[src/rtl/nor_self_test_ctrl_pkg.sv]
// nor_ctrl_pkg: shared state encoding, vector count and expected-value helper
// for the NOR gate self-test controller.
package nor_ctrl_pkg;
    typedef enum logic [2:0] {IDLE, APPLY, SETTLE, CHECK, DONE} state_t;
    localparam int NUM_VEC = 4;
    function automatic logic exp_nor(input logic [1:0] vec);
        return ~(vec[1] | vec[0]);
    endfunction
endpackage

[src/rtl/nor_self_test_ctrl_if.sv]
// nor_self_test_ctrl_if: control/result bundle plus the NOR-gate pins driven and observed by the controller.
interface nor_self_test_ctrl_if;
    logic       start;
    logic       a;
    logic       b;
    logic       c;
    logic       busy;
    logic       done;
    logic       pass;
    logic [2:0] err_count;
    logic       fail_valid;
    logic [1:0] fail_vec;
    modport master (output start, c, input a, b, busy, done, pass, err_count, fail_valid, fail_vec);
    modport slave  (input start, c, output a, b, busy, done, pass, err_count, fail_valid, fail_vec);
endinterface

[src/rtl/nor_self_test_ctrl_settle_timer.sv]
// nor_settle_timer: loadable 4-bit down-counter; zero flag marks the end of the settle window.
module nor_settle_timer (
    input  logic       clk,
    input  logic       rst,
    input  logic       load,
    input  logic [3:0] load_val,
    output logic       zero
);
    logic [3:0] cnt;
    always_ff @(posedge clk)
        if (rst)
            cnt <= '0;
        else if (load)
            cnt <= load_val;
        else if (cnt != '0)
            cnt <= cnt - 4'd1;
    assign zero = cnt == '0;
endmodule

[src/rtl/nor_self_test_ctrl.sv]
// nor_self_test_ctrl: built-in self-test sequencer for a 2-input NOR gate.
// Optional NOR_CTRL_ABORT_EN: end the run at the first mismatching vector.
module nor_self_test_ctrl
    import nor_ctrl_pkg::*;
#(
    parameter int SETTLE_CYCLES = 2
) (
    input logic                 clk,
    input logic                 rst,
    nor_self_test_ctrl_if.slave bus
);
    // Timer holds SETTLE_CYCLES-1 so its zero flag is seen on the final settle cycle.
    localparam logic [3:0] LOAD_VAL = 4'(SETTLE_CYCLES == 0 ? 0 : SETTLE_CYCLES - 1);
    state_t     state, state_nxt;
    logic [1:0] vec;
    logic       zero, mism, last, stop;
    assign mism = bus.c != exp_nor(vec);
    assign last = vec == 2'(NUM_VEC - 1);
`ifdef NOR_CTRL_ABORT_EN
    assign stop = last | mism;
`else
    assign stop = last;
`endif
    nor_settle_timer u_timer (
        .clk(clk),
        .rst(rst),
        .load(state == APPLY),
        .load_val(LOAD_VAL),
        .zero(zero)
    );
    always_ff @(posedge clk)
        state <= rst ? IDLE : state_nxt;
    always_comb begin
        state_nxt = state;
        case (state)
            IDLE:    state_nxt = bus.start ? APPLY : IDLE;
            APPLY:   state_nxt = SETTLE_CYCLES == 0 ? CHECK : SETTLE;
            SETTLE:  state_nxt = zero ? CHECK : SETTLE;
            CHECK:   state_nxt = stop ? DONE : APPLY;
            DONE:    state_nxt = IDLE;
            default: state_nxt = IDLE;
        endcase
    end
    always_comb begin
        bus.busy = state != IDLE;
        bus.done = state == DONE;
    end
    // a,b are loaded on the edge into APPLY so the vector is visible during APPLY.
    always_ff @(posedge clk) begin
        if (rst) begin
            {bus.a, bus.b} <= '0;
            vec            <= '0;
            bus.pass       <= 1'b0;
            bus.err_count  <= '0;
            bus.fail_valid <= 1'b0;
            bus.fail_vec   <= '0;
        end else if (state == IDLE && bus.start) begin
            {bus.a, bus.b} <= '0;
            vec            <= '0;
            bus.pass       <= 1'b0;
            bus.err_count  <= '0;
            bus.fail_valid <= 1'b0;
            bus.fail_vec   <= '0;
        end else if (state == CHECK) begin
            if (mism) begin
                bus.err_count <= bus.err_count + 3'd1;
                if (!bus.fail_valid) begin
                    bus.fail_valid <= 1'b1;
                    bus.fail_vec   <= vec;
                end
            end
            if (stop)
                bus.pass <= !mism && bus.err_count == '0;
            else begin
                vec            <= vec + 2'd1;
                {bus.a, bus.b} <= vec + 2'd1;
            end
        end
    end
endmodule

[src/flat_wrapper.sv]
// flat-port wrapper written by rule: the top's interface ports become plain ports
module nor_self_test_ctrl_flat import nor_ctrl_pkg::*;
#(
    parameter int SETTLE_CYCLES = 2
)
  (clk, rst, bus_start, bus_c, bus_a, bus_b, bus_busy, bus_done, bus_pass, bus_err_count, bus_fail_valid, bus_fail_vec);
  nor_self_test_ctrl_if bus_i ();
  input logic clk;
  input logic rst;
  input wire logic [$bits(bus_i.start)-1:0] bus_start;
  input wire logic [$bits(bus_i.c)-1:0] bus_c;
  output wire logic [$bits(bus_i.a)-1:0] bus_a;
  output wire logic [$bits(bus_i.b)-1:0] bus_b;
  output wire logic [$bits(bus_i.busy)-1:0] bus_busy;
  output wire logic [$bits(bus_i.done)-1:0] bus_done;
  output wire logic [$bits(bus_i.pass)-1:0] bus_pass;
  output wire logic [$bits(bus_i.err_count)-1:0] bus_err_count;
  output wire logic [$bits(bus_i.fail_valid)-1:0] bus_fail_valid;
  output wire logic [$bits(bus_i.fail_vec)-1:0] bus_fail_vec;
  assign bus_i.start = bus_start;
  assign bus_i.c = bus_c;
  assign bus_a = bus_i.a;
  assign bus_b = bus_i.b;
  assign bus_busy = bus_i.busy;
  assign bus_done = bus_i.done;
  assign bus_pass = bus_i.pass;
  assign bus_err_count = bus_i.err_count;
  assign bus_fail_valid = bus_i.fail_valid;
  assign bus_fail_vec = bus_i.fail_vec;
  nor_self_test_ctrl #(.SETTLE_CYCLES(SETTLE_CYCLES)) u_core (.clk(clk), .rst(rst), .bus(bus_i));
endmodule
[config.mk]
export PLATFORM = sky130hd
export DESIGN_NAME = nor_self_test_ctrl_flat
export DESIGN_NICKNAME = d
export VERILOG_FILES = /design/src/rtl/nor_self_test_ctrl_pkg.sv /design/src/rtl/nor_self_test_ctrl_if.sv /design/src/rtl/nor_self_test_ctrl_settle_timer.sv /design/src/rtl/nor_self_test_ctrl.sv /design/src/flat_wrapper.sv
export SDC_FILE = /design/constraint.sdc
export NUM_CORES = 1
export LEC_CHECK = 0
export CELL_PAD_IN_SITES_DETAIL_PLACEMENT = 0
export CELL_PAD_IN_SITES_GLOBAL_PLACEMENT = 1
export CORE_ASPECT_RATIO = 1.2
export CORE_UTILIZATION = 29
export CTS_BUF_LIST = sky130_fd_sc_hd__clkbuf_8
export DETAILED_ROUTE_END_ITERATION = 10
export PLACE_DENSITY = 0.73
export SLEW_MARGIN = 20
export SYNTH_ARGS = -nofsm -noshare
export SYNTH_HDL_FRONTEND = slang
export SYNTH_SLANG_ARGS = --single-unit
[constraint.sdc]
create_clock -name clk -period 1.35 [get_ports clk]
set_input_delay 0.3375 -clock clk [delete_from_list [all_inputs] [get_ports clk]]
set_output_delay 0.3375 -clock clk [all_outputs]
set_load 0.02 [all_outputs]
# == After elaboration in Yosys (flattened, before gate mapping) ==
# Index checks and enable logic that the tools add are counted.
# totals
reg_bits,18
wordCells,44
# classes
add_sub_neg,3
eq_ne,6
mux,6
bitwise,4
n_reduce_logical,15
# op_table
op,n
one-hot mux 3 bit (4 select lines),1
"== test 3 x 2 -> 1 bit, second input constant",2
logical NOT 3 bit,2
AND reduction 2 bit,3
logical NOT 4 bit,1
two-way mux 1 bit,4
nonzero test 4 bit,1
OR reduction 2 bit,2
"subtractor 4 x 1 -> 4 bit, second input constant",1
"adder 3 x 1 -> 3 bit, second input constant",1
"== test 3 x 1 -> 1 bit, second input constant",1
"== test 3 bit, second input constant",1
two-way mux 3 bit,1
NOT 1 bit,3
AND reduction 3 bit,1
nonzero test 3 bit,1
"adder 2 x 1 -> 2 bit, second input constant",1
"== test 2 bit, second input constant",1
logical AND 1 bit,2
nonzero test 2 bit,1
logical NOT 1 bit,1
!= test 1 bit,1
OR 1 bit,1

# == Longest topological paths before layout ==
# Gate-level depths: netlist (run 1).
# logic_depth
depth_word,5
mapped_depth,5

# == Cells and area by module ==
# Synthesis (run 1) repeated with hierarchy kept, for this count alone.
# hier_totals
cells_unflattened,96
area_unflattened_um2,882.1
# modules_own_cells
mod,instances,cells_each,area_per_inst_um2,seq_area_each_um2
nor_self_test_ctrl,1,72,653.1,240.2
nor_settle_timer,1,24,229.0,80.1

# == Worst setup path before layout (run 1) ==
# OpenSTA, ideal clock, no wires.
# synth_path
kind,register to register
from,register u_core.vec[0]
to,register u_core.bus.fail_vec[0]
setup_time_ns,0.070
arrival_time_ns,1.486
path_slack_ns,-0.206
path_stages_with_launch,6
n_path_buf,0
path_cell_list,dfxtp_1 -> inv_1 -> ha_1 -> xnor2_1 -> or4_1 -> a21oi_1
# synth_between
elab_chain_len,4
# synth_rtl
item,line,text
start: declaration,nor_self_test_ctrl.sv:15,logic [1:0] vec;
start signal: assignment,nor_self_test_ctrl.sv:75,vec <= vec + 2'd1;
OR 1 bit,nor_self_test_ctrl_pkg.sv:7,return ~(vec[1] | vec[0]);
NOT 1 bit,nor_self_test_ctrl_pkg.sv:7,
!= test 1 bit,nor_self_test_ctrl.sv:17,assign mism = bus.c != exp_nor(vec);
AND reduction 3 bit (no source line),--,
end signal: assignment,nor_self_test_ctrl.sv:69,bus.fail_vec <= vec;
end: declaration,nor_self_test_ctrl_if.sv:14,"modport slave (input start, c, output a, b, busy, done, pass, err_count, fail_valid, fail_vec);"
# Parallel ways exist; a longest one is shown, timed or not.
# A chain may end at the register's enable or synchronous reset.

# == Worst setup path after layout (run 1) ==
# Ends and elaborated chain as after synthesis.

==> metrics.md, run 1 <==
| Metric | Value |
|---|---|
| Critical path data arrival time | `1.55 ns` |
| Synth cell count leaders | `16 x dfxtp_1, 10 x a21oi_1, 8 x inv_1` |
| Synth warn | `0` |
| CP Launch Point | `u_core.vec[0]` |
| Worst min path class | `flip-flop to flip-flop` |
| Main area contributors after synthesis | `dfxtp_1 39%, ha_1 9.1%, xnor2_1 6.4%` |
| Crit path capture | `u_core.bus.fail_vec[0]` |
| Worst setup EP type | `flip-flop` |
| Leak | `0.5422 nW` |
| Capturing point of the worst reg2reg path | `u_core.bus.fail_vec[0]` |
| Starting DRT DRC Count | `5` |
| Period minus WS final | `1.358 ns` |
| Synth Net Count | `97` |
| RD Place Congestion | `0.7095` |
| Syn Std Cell Area | `820.8 um^2` |
| TritonCTS clock tree | `built` |
| Area added between synthesis and finish | `55.34%` |
| Setup TNS Final | `-0.008291 ns` |
| Endpoints failing hold | `0` |
| Power Dens Cells | `1391 nW/um^2` |
| Vias in the first global route | `708` |
| Count leader, synth | `dfxtp_1` |
| Routed Antenna Nets | `0` |
| Slew Limit Fails | `0` |
| Critical path class | `flip-flop to flip-flop` |
| H-tree depth | `1` |
| Port Buf Inserts | `14` |
| Worst clock skew | `0.0009746 ns` |
| Global-route wire length before repair | `3.111 mm` |
| CTS Buf Count | `3` |
| WL/cell | `12.50 um` |
| Crit path max fanout | `4` |
| Residual DRC | `0` |
| Chip height | `60.28 um` |
| Layout cells sized above 1 | `48.74%` |
| RSZ-0062 raised after global routing | `yes` |
| Max-Cap Viols | `0` |
| Initial Utilization | `31.54%` |
| Routed WL | `1.900 mm` |
| Cell taking the most area after synthesis | `dfxtp_1` |
| Setup crit start kind | `flip-flop` |
| GR Util All Layers | `13.92%` |
| Die ar. | `3048 um^2` |
| Number of synthesized flops with an enable pin | `0` |
| Root Driver | `clkbuf_8` |
| Maximum resistive drop on vdd | `0.6781 mV` |
| Clock-pin slew on the worst setup and hold paths | `0.07 ns` |
| Clock latency on the worst-skew pair | `0.25 ns` |
| Worst Slack Setup Final | `-0.008291 ns` |
| Via/cell ratio | `4.868` |
| Tightest Pin Transition | `0.3021 ns` |
| First-pass DRT Iterations | `4` |
| Fin crit share | `100.6%` |
| Required @ worst endpoint | `1.54 ns` |
| Antenna violations before repair | `0` |
| Fmax | `0.7362 GHz` |
| Clk buf depth | `2` |
| Layout Nets | `130` |
| Failing checks | `negative setup slack` |
| Via count | `740` |
| Fraction of synthesized cell area taken by the top area cell type | `39.02%` |
| Largest net degree at the start of global routing | `10` |
| Ports | `15` |
| Avg Cell Area, Syn | `9.434 um^2` |
| Yosys cell types | `30` |
| Pre-CTS setup slack | `-0.2603 ns` |
| Setup slack, reg-to-reg | `-0.008 ns` |
| Rel. slew slack | `79.81%` |
| Most used DFF post-synth | `dfxtp_1` |
| Post-layout util | `48.99%` |
| Status | `complete, but fails checks` |
| ANT cells | `0` |
| Cells after Synth | `87` |
| Worst r2r path cells | `5` |
| Synthesis-stage register bit count | `16` |
| # setup viols final | `1` |
| Cell Rows | `20` |
| Gr ovfl total | `0` |
| Sequential-to-total area share from yosys stat | `39.02%` |
| CTS Sinks | `16` |
| Fraction of registers with async set/reset | `0%` |
| Dpl hpwl | `1.370 mm` |
| Core area | `2603 um^2` |
| Critical R2R Launch | `u_core.vec[0]` |
| Die X | `50.57 um` |
-- critical path, cell delays in order (launching register included) --
cell and delay [ns]:
dfxtp_4 0.38, inv_4 0.04, ha_4 0.18, xnor2_4 0.13
or4_4 0.43, a21oi_2 0.14
-- stage by stage --
stage / std cells / cell area, um^2 / power [mW] / hold WS [ns]
5_1_grt: 152 / 1275 / 1.886 / 0.5198
6_report: 152 / 1275 / 1.773 / 0.4894
2_1_floorplan: 87 / 859.6 / 0.9762 / 0.4064
4_1_cts: 152 / 1209 / 1.703 / 0.4835
3_5_place_dp: 147 / 1141 / 1.202 / 0.4743
3_3_place_gp: 147 / 1141 / 1.185 / 0.4652
-- cells in the final DEF (no fill, tap or decap), drive strengths merged, types with 3 or more instances in the layout --
master | synthesis | final
dfxtp | 16 | 16
a21oi | 10 | 10
xnor2 | 6 | 6
o21ai | 4 | 4
ha | 6 | 6
dlygate4sd2 | 0 | 10
inv | 8 | 8
nor3 | 3 | 3
a2111oi | 3 | 3
clkbuf | 1 | 4
nor2 | 4 | 4
nand2 | 4 | 4
buf | 3 | 20
-- logic make-up (layout without fill, tap and decap cells) --
group                    Yosys count  count (layout)  share of synthesized area, %
AO/OA/AOI/OAI                     23              23                         18.14
AND/OR/NAND/NOR                   22              22                         17.83
flip-flops                        16              16                         39.02
buffers and inverters             12              44                         7.012
XOR/XNOR                           7               7                         7.470
adder cells (fa/ha/maj)            6               6                         9.146
multiplexers                       1               1                         1.372
-- flip-flops by register name (all words and copies together) (netlist names) --
signal                 cells
u_core.bus.a               1
u_core.bus.pass            1
u_core.vec                 1
u_core.bus.fail_valid      1
u_core.bus.err_count       3
u_core.u_timer.cnt         4
u_core.state               3
u_core.bus.fail_vec        2
-- what timing repair did --
action / CTS / global route
pin swaps: 3 / 3
buffers inserted: 1 / 1
hold endpoints to repair: 0 / 0
resized for setup: 30 / 15
endpoints found under the setup margin: 15 / 8
hold buffers: 0 / 0
-- power breakdown --
part / total, mW / internal (mW) / switching [mW] / leakage [nW]
Clock: 0.438 / 0.259 / 0.179 / 0.0288
Combinational: 0.752 / 0.414 / 0.338 / 0.380
Sequential: 0.583 / 0.532 / 0.0513 / 0.133
-- routing by layer --
layer	up-vias	share of wire, %	GRT usage (%)
met5	-	0	0
met4	0	1.2	7.143
met3	2	4.2	2.545
met2	15	49	23.62
met1	349	46	16.74
li1	374	-	-
-- cell type report --
class / count / area [um^2]
inverter: 8 / 35.03
sequential: 16 / 334.1
timing repair buffer: 32 / 252.7
clock buffer: 4 / 55.05
fill: 278 / 1328
multi-input combinational: 59 / 556.8
tap: 33 / 41.29
-- worst min-delay path by stage --
stage | start | to | slack (ns) | depth (start not counted)
final | u_core.bus.fail_vec[1] | u_core.bus.fail_vec[1] | 0.49 | 2
after global routing | u_core.bus.fail_vec[1] | u_core.bus.fail_vec[1] | 0.52 | 2
after CTS | u_core.bus.fail_vec[1] | u_core.bus.fail_vec[1] | 0.48 | 2
after detailed placement | u_core.bus.fail_vec[1] | u_core.bus.fail_vec[1] | 0.47 | 2
after global placement | u_core.bus.fail_vec[1] | u_core.bus.fail_vec[1] | 0.47 | 2
after floorplan | rst | u_core.state[0] | 0.41 | 1
(Power assumes the default switching activity.)
==> run 2, diff against run 1 <==
- DONT_BUFFER_PORTS: unset -> 1
- GPL_TIMING_DRIVEN: unset -> 0
- PLACE_DENSITY: 0.73 -> 0.62
- clock period: 1.35 -> 1.25 ns (I/O delays scaled with it)
==> run 2 against run 1 <==
- the flow still finishes with violations (negative setup slack)
- die area unchanged
- routed wire length down 5.4%
- core utilization down 2.9 points
- power up 9.8%
==> metrics.md, run 2 (synthesis gave the netlist of run 1 again) <==
| Metric | Value |
|---|---|
| Maximum resistive drop on vdd | `1.085 mV (+60%)` |
| Area added between synthesis and finish | `46.19%` |
| Endpoints failing hold | `0 (unchanged)` |
| Critical path's top delay family | `simple AND/OR/NAND/NOR gates` |
| CTS Sinks | `16 (unchanged)` |
| Post-layout util | `46.11% (-2.9 points)` |
| Die ar. | `3048 um^2 (unchanged)` |
| Period minus WS final | `1.368 ns (+0.009660 ns)` |
| CTS Buf Count | `3 (unchanged)` |
| Fmax | `0.7310 GHz (-0.71%)` |
| Port Buf Inserts | `0 (-14)` |
| Failing checks | `negative setup slack` |
| Routed WL | `1.797 mm (-5.4%)` |
| Non-filler cells, final | `134 (-12%)` |
| Fin crit share | `109.4% (+8.8 points)` |
| Most frequent cells in the layout | `10 x dfxtp_1, 8 x buf_4, 7 x a21oi_1` |
| Clock-pin slew on the worst setup and hold paths | `0.07 ns (about the same)` |
| Worst setup EP type | `flip-flop` |
| RSZ-0062 raised after global routing | `yes` |
| Layout cells sized above 1 | `51.49% (+2.7 points)` |
| Antenna violations before repair | `0 (unchanged)` |
| Via count | `659 (-11%)` |
| Crit path max fanout | `4 (unchanged)` |
| Slew Limit Fails | `0 (unchanged)` |
| Leak | `0.4407 nW (-19%)` |
| GR Util All Layers | `13.42% (-0.50 points)` |
| Ports | `15 (unchanged)` |
| Combinational group share of total power | `47.9% (+5.5 points)` |
| Sw frac | `33.09% (+1.0 points)` |
| Critical path class | `flip-flop to flip-flop` |
| Max-Cap Viols | `0 (unchanged)` |
| Routed Antenna Nets | `0 (unchanged)` |
| Critical path data arrival time | `1.56 ns (about the same)` |
| Vias in the first global route | `627 (-11%)` |
| Root Driver | `clkbuf_8` |
| Placed Instances | `120 (-18%)` |
| First-pass DRT Iterations | `3 (-1)` |
| Power Dens Cells | `1623 nW/um^2 (+17%)` |
| Critical path's largest stage delay | `0.42 ns (about the same)` |
| Buffer and inverter count on the worst path | `1 (unchanged)` |
| Required @ worst endpoint | `1.44 ns (-0.10 ns)` |
| RD Place Congestion | `0.6829 (-3.7%)` |
| Slowest cell on crit path | `or4_4` |
| Hold buffers post-CTS | `0 (unchanged)` |
| Cell Rows | `20 (unchanged)` |
| Residual DRC | `0 (unchanged)` |
| Largest net degree at the start of global routing | `10 (unchanged)` |
| Biggest regs | `u_core.u_timer.cnt: 4 flops, u_core.bus.err_count: 3 flops, u_core.state: 3 flops` |
| Core area | `2603 um^2 (unchanged)` |
| Psw | `644.3 uW (+13%)` |
| Commonest non-fill, non-tap cell in the layout | `dfxtp_1` |
| Rel. slew slack | `74.90% (-4.9 points)` |
| Worst clock skew | `0.006982 ns (+0.006007 ns)` |
| TritonCTS clock tree | `built` |
| Gr ovfl total | `0 (unchanged)` |
| Max FFs per register | `4 (unchanged)` |
| Tightest Pin Transition | `0.3760 ns (+0.07389 ns)` |
| WL/cell | `13.41 um (+7.3%)` |
| Setup crit start kind | `flip-flop` |
| Chip height | `60.28 um (unchanged)` |
| H-tree depth | `1 (unchanged)` |
| Internal power | `1.303 mW (+8.2%)` |
| Clk buf depth | `2 (unchanged)` |
| Worst min path class | `input port to flip-flop` |
| Layout Nets | `112 (-14%)` |
| Starting DRT DRC Count | `6 (+1)` |
| Status | `complete, but fails checks` |
| Crit path cell chain | `inv_4 > ha_4 > xnor2_4 > or4_4 > a21oi_2` |
| Global-route wire length before repair | `2.987 mm (-4.0%)` |
| Share of power burned in registers | `32.0% (-0.9 points)` |
| Die X | `50.57 um (unchanged)` |
| # setup viols final | `11 (+10)` |
| Dpl hpwl | `1.150 mm (-16%)` |
| Clock Power Share | `20.0% (-4.7 points)` |
| ANT cells | `0 (unchanged)` |
| Worst Slack Setup Final | `-0.1180 ns (-0.1097 ns)` |
| Via/cell ratio | `4.918 (+1.0%)` |
| Most flops, register | `u_core.u_timer.cnt` |
| Clock latency on the worst-skew pair | `0.25 ns (about the same)` |
| Initial Utilization | `31.54% (unchanged)` |
==> run 2: cell count changes in the layout (fill, tap and decap cells not counted), sizes merged <==
cell,before,now
buf,20,14
clkbuf,4,3
clkdlybuf4s50,2,0
dlygate4sd2,10,0
inv,8,9
==> run 2: metal layers <==
layer	vias to the layer above	routed length, um	global-route usage [%]	share of wire [%]
li1	339	-	-	-
met1	305	829	17.89	46
met2	13	856	19.62	48
met3	2	97	3.562	5.4
met4	0	13	7.143	0.72
met5	-	0	0	0
==> run 2: final timing paths <==
check                  start  cells past startpoint                     end  slack, ns
max reg2reg    u_core.vec[0]                      5  u_core.bus.fail_vec[1]      -0.12
max            u_core.vec[0]                      5  u_core.bus.fail_vec[1]      -0.12
min reg2reg  u_core.state[2]                      1         u_core.state[0]       0.49
min                      rst                      1         u_core.state[0]       0.12
==> run 2: final cells by class <==
type / count / area [um^2]
Fill cell: 267 / 1403
Multi-Input combinational cell: 59 / 609.3
Sequential cell: 16 / 337.8
Timing Repair Buffer: 11 / 93.84
Clock buffer: 3 / 41.29
Tap cell: 33 / 41.29
Buffer: 3 / 37.54
Inverter: 8 / 35.03
Clock inverter: 1 / 3.754
==> run 2: per-stage QoR <==
stage | power [mW] | cell area, um^2 | setup TNS, ns | hold WS (ns) | setup WS [ns]
after global routing | 2.088 | 1200 | -1.431 | 0.09835 | -0.1852
after floorplan | 1.119 | 892.1 | -0.1460 | 0.3814 | -0.07671
after CTS | 1.747 | 1067 | -0.6989 | 0.1047 | -0.1228
final | 1.947 | 1200 | -0.6197 | 0.1154 | -0.1180
after detailed placement | 1.201 | 933.4 | -1.172 | 0.3841 | -0.1329
after global placement | 1.199 | 933.4 | -1.056 | 0.3833 | -0.1280
==> run 2: repair_timing <==
action / in CTS / in global routing
endpoints found under the setup margin: 13 / 16
hold endpoints to repair: 0 / 0
setup buffers: 6 / 5
pin swaps: 6 / 10
resized for setup: 15 / 20
==> run 2: power groups by stage <==
stage | Sequential (mW) | Combinational [mW] | Clock (mW)
4_1_cts | 0.627 | 0.714 | 0.407
2_1_floorplan | 0.624 | 0.495 | 0
3_3_place_gp | 0.632 | 0.567 | 0
5_1_grt | 0.630 | 1.02 | 0.440
3_5_place_dp | 0.631 | 0.570 | 0
6_report | 0.624 | 0.933 | 0.390
